File: src/rtl/data_mem_wbuf.sv
// Data-memory front end: posted-write buffer in front of a single-port synchronous SRAM.
// Loads take priority at the SRAM and are forwarded from the buffer or the same-cycle store.
module data_mem_wbuf #(
  parameter int DEPTH = 4,
  parameter int AW    = 11,
  parameter int DW    = 32
) (
  input  logic                   clk,
  input  logic                   reset,
  input  logic                   write_mem,
  input  logic [AW-1:0]          mem_wadrs,
  input  logic [DW-1:0]          mem_wdata,
  input  logic                   read_mem_str,
  input  logic [AW-1:0]          mem_radrs_LD,
  output logic [DW-1:0]          mem_store_data,
  output logic                   sram_en,
  output logic                   sram_we,
  output logic [AW-1:0]          sram_addr,
  output logic [DW-1:0]          sram_wdata,
  input  logic [DW-1:0]          sram_rdata,
  output logic [$clog2(DEPTH):0] wbuf_count,
  output logic                   wbuf_full,
  output logic                   wbuf_empty,
  output logic                   rd_conflict
);

  localparam int PW = $clog2(DEPTH);
  localparam int CW = PW + 1;

  typedef enum logic [1:0] {SEL_HOLD, SEL_FWD, SEL_SRAM} sel_e;

  logic [AW-1:0] buf_addr [DEPTH];
  logic [DW-1:0] buf_data [DEPTH];
  logic [PW-1:0] head_q, tail_q;

  sel_e          sel_q;
  logic [DW-1:0] hold_q, fwd_q;

  logic          drain, do_read;
  logic          fwd_hit;
  logic [DW-1:0] fwd_data;

  assign wbuf_full  = (wbuf_count == CW'(DEPTH));
  assign wbuf_empty = (wbuf_count == '0);

  // A full buffer always drains so an incoming store never overflows it.
  assign drain   = wbuf_full || (!read_mem_str && !wbuf_empty);
  assign do_read = read_mem_str && !wbuf_full;

  assign sram_en    = drain || do_read;
  assign sram_we    = drain;
  assign sram_addr  = drain ? buf_addr[head_q] : mem_radrs_LD;
  assign sram_wdata = buf_data[head_q];

  // NOTE: every variable gets a default before any conditional assignment so no latch is inferred.
  always_comb begin
    fwd_hit  = 1'b0;
    fwd_data = '0;
    // Scan oldest to newest so the newest matching entry overrides older ones.
    for (int k = 0; k < DEPTH; k++) begin
      if ((CW'(k) < wbuf_count) && (buf_addr[head_q + PW'(k)] == mem_radrs_LD)) begin
        fwd_hit  = 1'b1;
        fwd_data = buf_data[head_q + PW'(k)];
      end
    end
    if (write_mem && (mem_wadrs == mem_radrs_LD)) begin
      fwd_hit  = 1'b1;
      fwd_data = mem_wdata;
    end
  end

  // NOTE: buffer storage is not reset; the pointers and count alone define which entries are valid.
  always_ff @(posedge clk) begin
    if (write_mem) begin
      buf_addr[tail_q] <= mem_wadrs;
      buf_data[tail_q] <= mem_wdata;
    end
  end

  // NOTE: sequential state uses non-blocking assignments so every register sees pre-edge values.
  always_ff @(posedge clk or posedge reset) begin
    if (reset) begin
      head_q     <= '0;
      tail_q     <= '0;
      wbuf_count <= '0;
    end else begin
      if (write_mem) tail_q <= tail_q + 1'b1;
      if (drain)     head_q <= head_q + 1'b1;
      wbuf_count <= wbuf_count + CW'(write_mem) - CW'(drain);
    end
  end

  always_ff @(posedge clk or posedge reset) begin
    if (reset) begin
      hold_q      <= '0;
      fwd_q       <= '0;
      sel_q       <= SEL_HOLD;
      rd_conflict <= 1'b0;
    end else begin
      if (sel_q == SEL_SRAM) hold_q <= sram_rdata;
      if (read_mem_str) begin
        if (fwd_hit) begin
          fwd_q <= fwd_data;
          sel_q <= SEL_FWD;
        end else if (wbuf_full) begin
          // The SRAM is busy draining, so this load cannot be served.
          fwd_q       <= '0;
          sel_q       <= SEL_FWD;
          rd_conflict <= 1'b1;
        end else begin
          sel_q <= SEL_SRAM;
        end
      end else if (sel_q == SEL_SRAM) begin
        sel_q <= SEL_HOLD;
      end
    end
  end

  always_comb begin
    case (sel_q)
      SEL_FWD:  mem_store_data = fwd_q;
      SEL_SRAM: mem_store_data = sram_rdata;
      default:  mem_store_data = hold_q;
    endcase
  end

endmodule
File: config.mk
export PLATFORM = sky130hd
export DESIGN_NAME = data_mem_wbuf
export DESIGN_NICKNAME = d
export VERILOG_FILES = /design/src/rtl/data_mem_wbuf.sv
export SDC_FILE = /design/constraint.sdc
export NUM_CORES = 1
export LEC_CHECK = 0
export BUFFER_PORTS_ARGS = -buffer_cell sky130_fd_sc_hd__buf_2
export CORE_AREA = 2 2 230 232
export CTS_CLUSTER_DIAMETER = 30
export DETAILED_ROUTE_END_ITERATION = 8
export DIE_AREA = 0 0 232 234
export HOLD_SLACK_MARGIN = 0.06
export SYNTH_ARGS = -nofsm -noshare
export SYNTH_HDL_FRONTEND = slang
export SYNTH_SLANG_ARGS = --single-unit
File: constraint.sdc
create_clock -name clk -period 4.7 [get_ports clk]
set_input_delay 0.235 -clock clk [delete_from_list [all_inputs] [get_ports clk]]
set_output_delay 0.235 -clock clk [all_outputs]
set_load 0.005 [all_outputs]
[Yosys cells after proc, flatten, opt, wreduce, memory -nomap -nowiden]
Memories as Yosys holds them, arrays and structs flattened.
Cells that the tools add are included.
Word-level totals
  bits in registers: 74
  bits in latches: 0
  memory bits (writable): 172
  memory bits (read-only): 0
  input port bits: 90
  logic and storage cells: 65
  memories: 2
Cells by class
  $add $sub $neg: 6
  $mul: 0
  divide/modulo/power cells: 0
  magnitude comparators: 4
  equal/unequal tests: 8
  shift operators: 0
  multiplexer cells: 20
  bitwise logic cells: 1
  reduce and logical (&&, ||, !) cells: 17
Memory list
  buf_data: words 4, width 32, read ports 4, clocked after memory_dff 0, wr ports 1, line 33  | logic [DW-1:0] buf_data [DEPTH];
  buf_addr: words 4, width 11, read ports 4, clocked after memory_dff 0, wr ports 1, line 32  | logic [AW-1:0] buf_addr [DEPTH];
Operators with widths (count)
  $mux W32: 7
  $pmux W32 S2: 1
  $eq A11 B11 Y1: 5
  $mux W11: 1
  $mux W2: 4
  $logic_and A1 B1 Y1: 7
  $mux W1: 7
  $lt A1 B3 Y1 const A: 2
  $lt A2 B3 Y1 const A: 2
  $add A2 B1 Y2 const B: 2
  $add A2 B2 Y2 const B: 2
  $reduce_bool A2 Y1: 2
  $add A3 B1 Y3: 1
  $eq A3 B3 Y1 const B: 1
  $logic_not A1 Y1: 3
  $logic_not A3 Y1: 1
  $reduce_and A3 Y1: 1
  $sub A3 B1 Y3: 1
  $eq A2 B1 Y1 const B: 1
  $eq A2 B2 Y1 const B: 1
  $logic_or A1 B1 Y1: 2
  $reduce_and A2 Y1: 1
  $not A1 Y1: 1

[Logic depth before layout (Yosys ltp)]
An unclocked memory read counts as a cell.
  depth after elaboration: 10
  gate-level depth with buffers: 14
  mapped depth without buffers: 10

[Least setup slack after synthesis]
OpenSTA, ideal clock, no wires.
  path kind: register to register
  from: register head_q[1]
  to: register fwd_q[25]
  arrival: 2657 ps
  required time: 4608 ps
  path slack: 1951 ps
  stages on the path, launching flop included: 13
  cell sequence: dfrtp_1 -> buf_6 -> buf_6 -> mux2_4 -> a222oi_1 -> a31o_1 -> o311ai_1 -> or4_1 -> buf_2 -> buf_6 -> o311ai_1 -> a31oi_1 -> o31ai_2
On the way
  word-level cells in the longest chain between the ends: 10
  elaborated cells between the ends (all ways): 26
  those cells by class: add/sub (3); eq/ne (4); mux (11); reduce/logical (6); memory (2)
RTL lines
  start: declaration: line 34  | logic [PW-1:0] head_q, tail_q;
  start signal: assignment: line 88  | if (drain) head_q <= head_q + 1'b1;
  $add A2 B1 Y2 / $mem_v2 Z4 W11 (equally long branches)
  $mem_v2 Z4 W11 / $eq A11 B11 Y1 (equally long branches)
  $eq A11 B11 Y1 / $logic_and A1 B1 Y1 (equally long branches): line 61  | if ((CW'(k) < wbuf_count) && (buf_addr[head_q + PW'(k)] == mem_radrs_LD)) begin
  $logic_and A1 B1 Y1 / $mux W1 (equally long branches): line 61
  $mux W1 (3 in a row): line 61
  $mux W1: line 66  | if (write_mem && (mem_wadrs == mem_radrs_LD)) begin
  $reduce_bool A2 Y1 (no source line)
  $reduce_and A2 Y1 (no source line)
  end signal: assignment: line 103  | fwd_q <= fwd_data;
  end: declaration: line 37  | logic [DW-1:0] hold_q, fwd_q;
Parallel ways exist; a longest one is shown, timed or not.
A chain may end at the register's enable or synchronous reset.

[Worst setup path after layout]
  from: register head_q[0]
  to: register fwd_q[23]
Same word-level chain as after synthesis.

==> impl_metrics.yaml <==
timing:
  rsz0062_at_grt: "no"
  slew_headroom: 0.2824
  setup_viol: 0
  hold_violations: 0
  tightest_slew_ns: 1.076
  hold_slack_ns: 0.2103
  worst_slack_ns: 0.7464
  fin_setup_tns_ns: 0
  finClkSkew_ns: 0.03224
  period_share: 0.8412
  max_freq_mhz: 252.9
  slew_violations: 0
  period_needed_ns: 3.954
min_path:
  worst_hold_path_type: "input pin to asynchronous set/reset pin"
die:
  start_util: 0.2950
  die_h_um: 234
  rows: 84
  die_w_um: 232
  io_pins: 173
  dieArea_um2: 54290
  fp.coreArea_um2: 52020
placement:
  numPortBuffers: 172
  place_ws_ns: 0.7864
  gp_congestion: 0.8422
  placed_cells: 2186
  dp_hpwl_um: 30640
  place_area_um2: 16710
clocking:
  htreeDepth: 2
  cts_resized: 0
  cts_tree: "yes"
  clkTransAtPathRegs_ns: 0.05
  numCtsBuffers: 59
  insertion_delay_ns: 0.60
  cts_sinks: 246
  cts_root_buffer: "clkbuf_16"
  clockBufferDepth: 3
global_routing:
  grt_max_degree: 97
  grt_pass1_wl_um: 73440
  grt_use_total: 0.1757
  first_global_vias: 12520
  grt-ovfl-total: 0
  antenna_found_initial: 4
yosys:
  synth_top_family_by_area: "multiplexers"
  ys_ff_latch: 246
  synth_flop_cell: "edfxtp_1"
  synth_cell_type_count: 60
  synth_edf_count: 172
  async_flop_share: 0.3008
  syn-cell-area_um2: 15350
  syn_inst: 1436
  yosys.area_share.simple: 0.1218
  avgSynthCellArea_um2: 10.69
  yosys.area_share.xor_xnor: 0.03481
  synth-compound-area-share: 0.1384
  syn_nets: 1537
  synth_fa_ha_area_frac: 0.009457
  synth-seq-area-share: 0.4572
  synthMuxAreaShare: 0.1920
  yosys_warnings: 0
setup_path:
  slowest_stage: "dfrtp_4"
  crit_type: "flop to flop"
  cp-end-kind: "flop"
  path_cells: "clkinv_2, buf_4, a21oi_2, buf_4, nand4bb_2, buf_4, o31ai_1, o21a_1, o31ai_1"
  cp.required_ns: 5.18
  cpMostUsedCell: "buf_4"
  critPathBufInv: 4
  r2r_start: "head_q[0]$_DFFE_PP0N_"
  cp_max_fo: 81
  critPathLaunch: "head_q[0]$_DFFE_PP0N_"
  cpPeakStageDelay_ns: 1.03
  crit_arrival_ns: 4.43
  cp_top_family: "buffers and inverters"
  critPathLaunchType: "flop"
drt:
  dr.pass1.iters: 5
  drcViolationCount: 0
  ant_nets: 0
  vias: 12620
  first_iter_violations: 910
  wirelength_um: 48520
  detail_route.vias_per_cell: 5.313
  post_drt_wl_per_cell_um: 20.42
layout:
  layout.cells.non_filler: 2376
  layout_common_cells: "edfxtp_1 (172), buf_2 (172), mux2_2 (137)"
  final_cell_area_um2: 19550
  syn2layout_area_growth_pct: 27.41
  drive_above_1_share: 0.2798
  fin_nets: 1738
run_status:
  outcome: "finished, final reports clean"
flow_run:
  cap_violations: 0
power:
  ir_drop_mv: 0.3774
  leakagePower_uw: 0.007272
  p_per_area_nw_per_um2: 656.1
[flip-flops by register name, indices dropped and copies added (netlist names)]
signal	count
head_q	2
buf_addr	44
fwd_q	32
rd_conflict	1
wbuf_count	3
sel_q	2
hold_q	32
buf_data	128
tail_q	2
[stage by stage]
stage,util,total power (uW)
finish,0.3759,12830
global route,0.3758,13570
CTS,0.3758,12910
detailed placement,0.3212,8630
global placement,0.3212,8532
floorplan,-,6955
[area by class of cell]
| cell class | count | area [um^2] |
|---|---|---|
| Clock buffer | 75 | 1652 |
| Antenna cell | 1 | 2.502 |
| Tap cell | 688 | 860.8 |
| Multi-Input combinational cell | 1036 | 7681 |
| Timing Repair Buffer | 278 | 1864 |
| Fill cell | 5111 | 32470 |
| Inverter | 16 | 62.56 |
| Clock inverter | 36 | 406.6 |
| Sequential cell | 246 | 7024 |
[worst reg2reg max path: cells and delay by family, from the launching register on]
| family | cells | cell delay, ns |
|---|---|---|
| DFF | 1 | 1.03 |
| buffers and inverters | 4 | 1.82 |
| and+or+nand+nor | 1 | 0.23 |
| AOI/OAI and AO/OA | 4 | 0.76 |
[cell usage after synthesis (10+ instances only)]
master | n | area, um^2
nand3_1 | 33 | 165.2
nor3b_1 | 31 | 232.7
mux4_2 | 13 | 292.8
xnor2_1 | 53 | 464.2
mux2i_1 | 108 | 1081
mux2_2 | 137 | 1543
o21ai_0 | 69 | 345.3
buf_2 | 25 | 125.1
nor3_1 | 10 | 50.05
buf_1 | 16 | 60.06
o22ai_1 | 34 | 212.7
a22oi_1 | 32 | 240.2
a41o_1 | 30 | 300.3
nor2_1 | 136 | 510.5
ha_1 | 10 | 125.1
clkbuf_1 | 80 | 300.3
buf_6 | 10 | 112.6
nand2_1 | 78 | 292.8
o21ai_1 | 29 | 145.1
nand3b_1 | 31 | 232.7
a21oi_1 | 67 | 335.3
o211ai_1 | 32 | 240.2
dfrtp_1 | 74 | 1852
edfxtp_1 | 172 | 5165
or3_1 | 31 | 193.9
inv_1 | 16 | 60.06
[power by group]
part	switching, uW	leakage (uW)	internal [uW]	total [uW]
sequential	392	0.00252	2840	3240
clock	1330	0.000987	2850	4180
combinational	3090	0.00377	2320	5410
total	4810	0.00727	8020	12800
[layer usage]
metal,global-route usage,share of wire,routed length [um],vias up
met5,0,0.0011,54,-
met4,0.07151,0.030,1477,8
met3,0.03976,0.073,3548,113
met2,0.2755,0.45,21950,509
met1,0.2345,0.44,21490,6160
li1,-,-,-,5834
[cells by family after synthesis]
| group | after synthesis |
|---|---|
| simple gates | 376 |
| compound gates | 328 |
| mux | 260 |
| flops | 246 |
| buf+inv | 154 |
| xor+xnor | 61 |
| fa+ha+maj | 11 |
[timing repair]
item / 4_1_cts / 5_1_grt
hold buffers: 78 / 0
buffers inserted: 0 / 0
endpoints found under the hold margin: 234 / 0
[final timing paths]
path                       cells past startpoint  slack, ns                         to
max reg2reg                                    9       0.75      fwd_q[23]$_DFFE_PP0P_
min                                            3       0.21      tail_q[0]$_DFFE_PP0P_
max in group asynchronous                      4       3.35     hold_q[30]$_DFFE_PP0P_
min in group clk                               2       0.40  buf_data[1][14]$_DFFE_PP_
min reg2reg                                    1       0.50     hold_q[24]$_DFFE_PP0P_
max                                            9       0.75      fwd_q[23]$_DFFE_PP0P_
No activity file was read; power rests on OpenSTA's default activity.
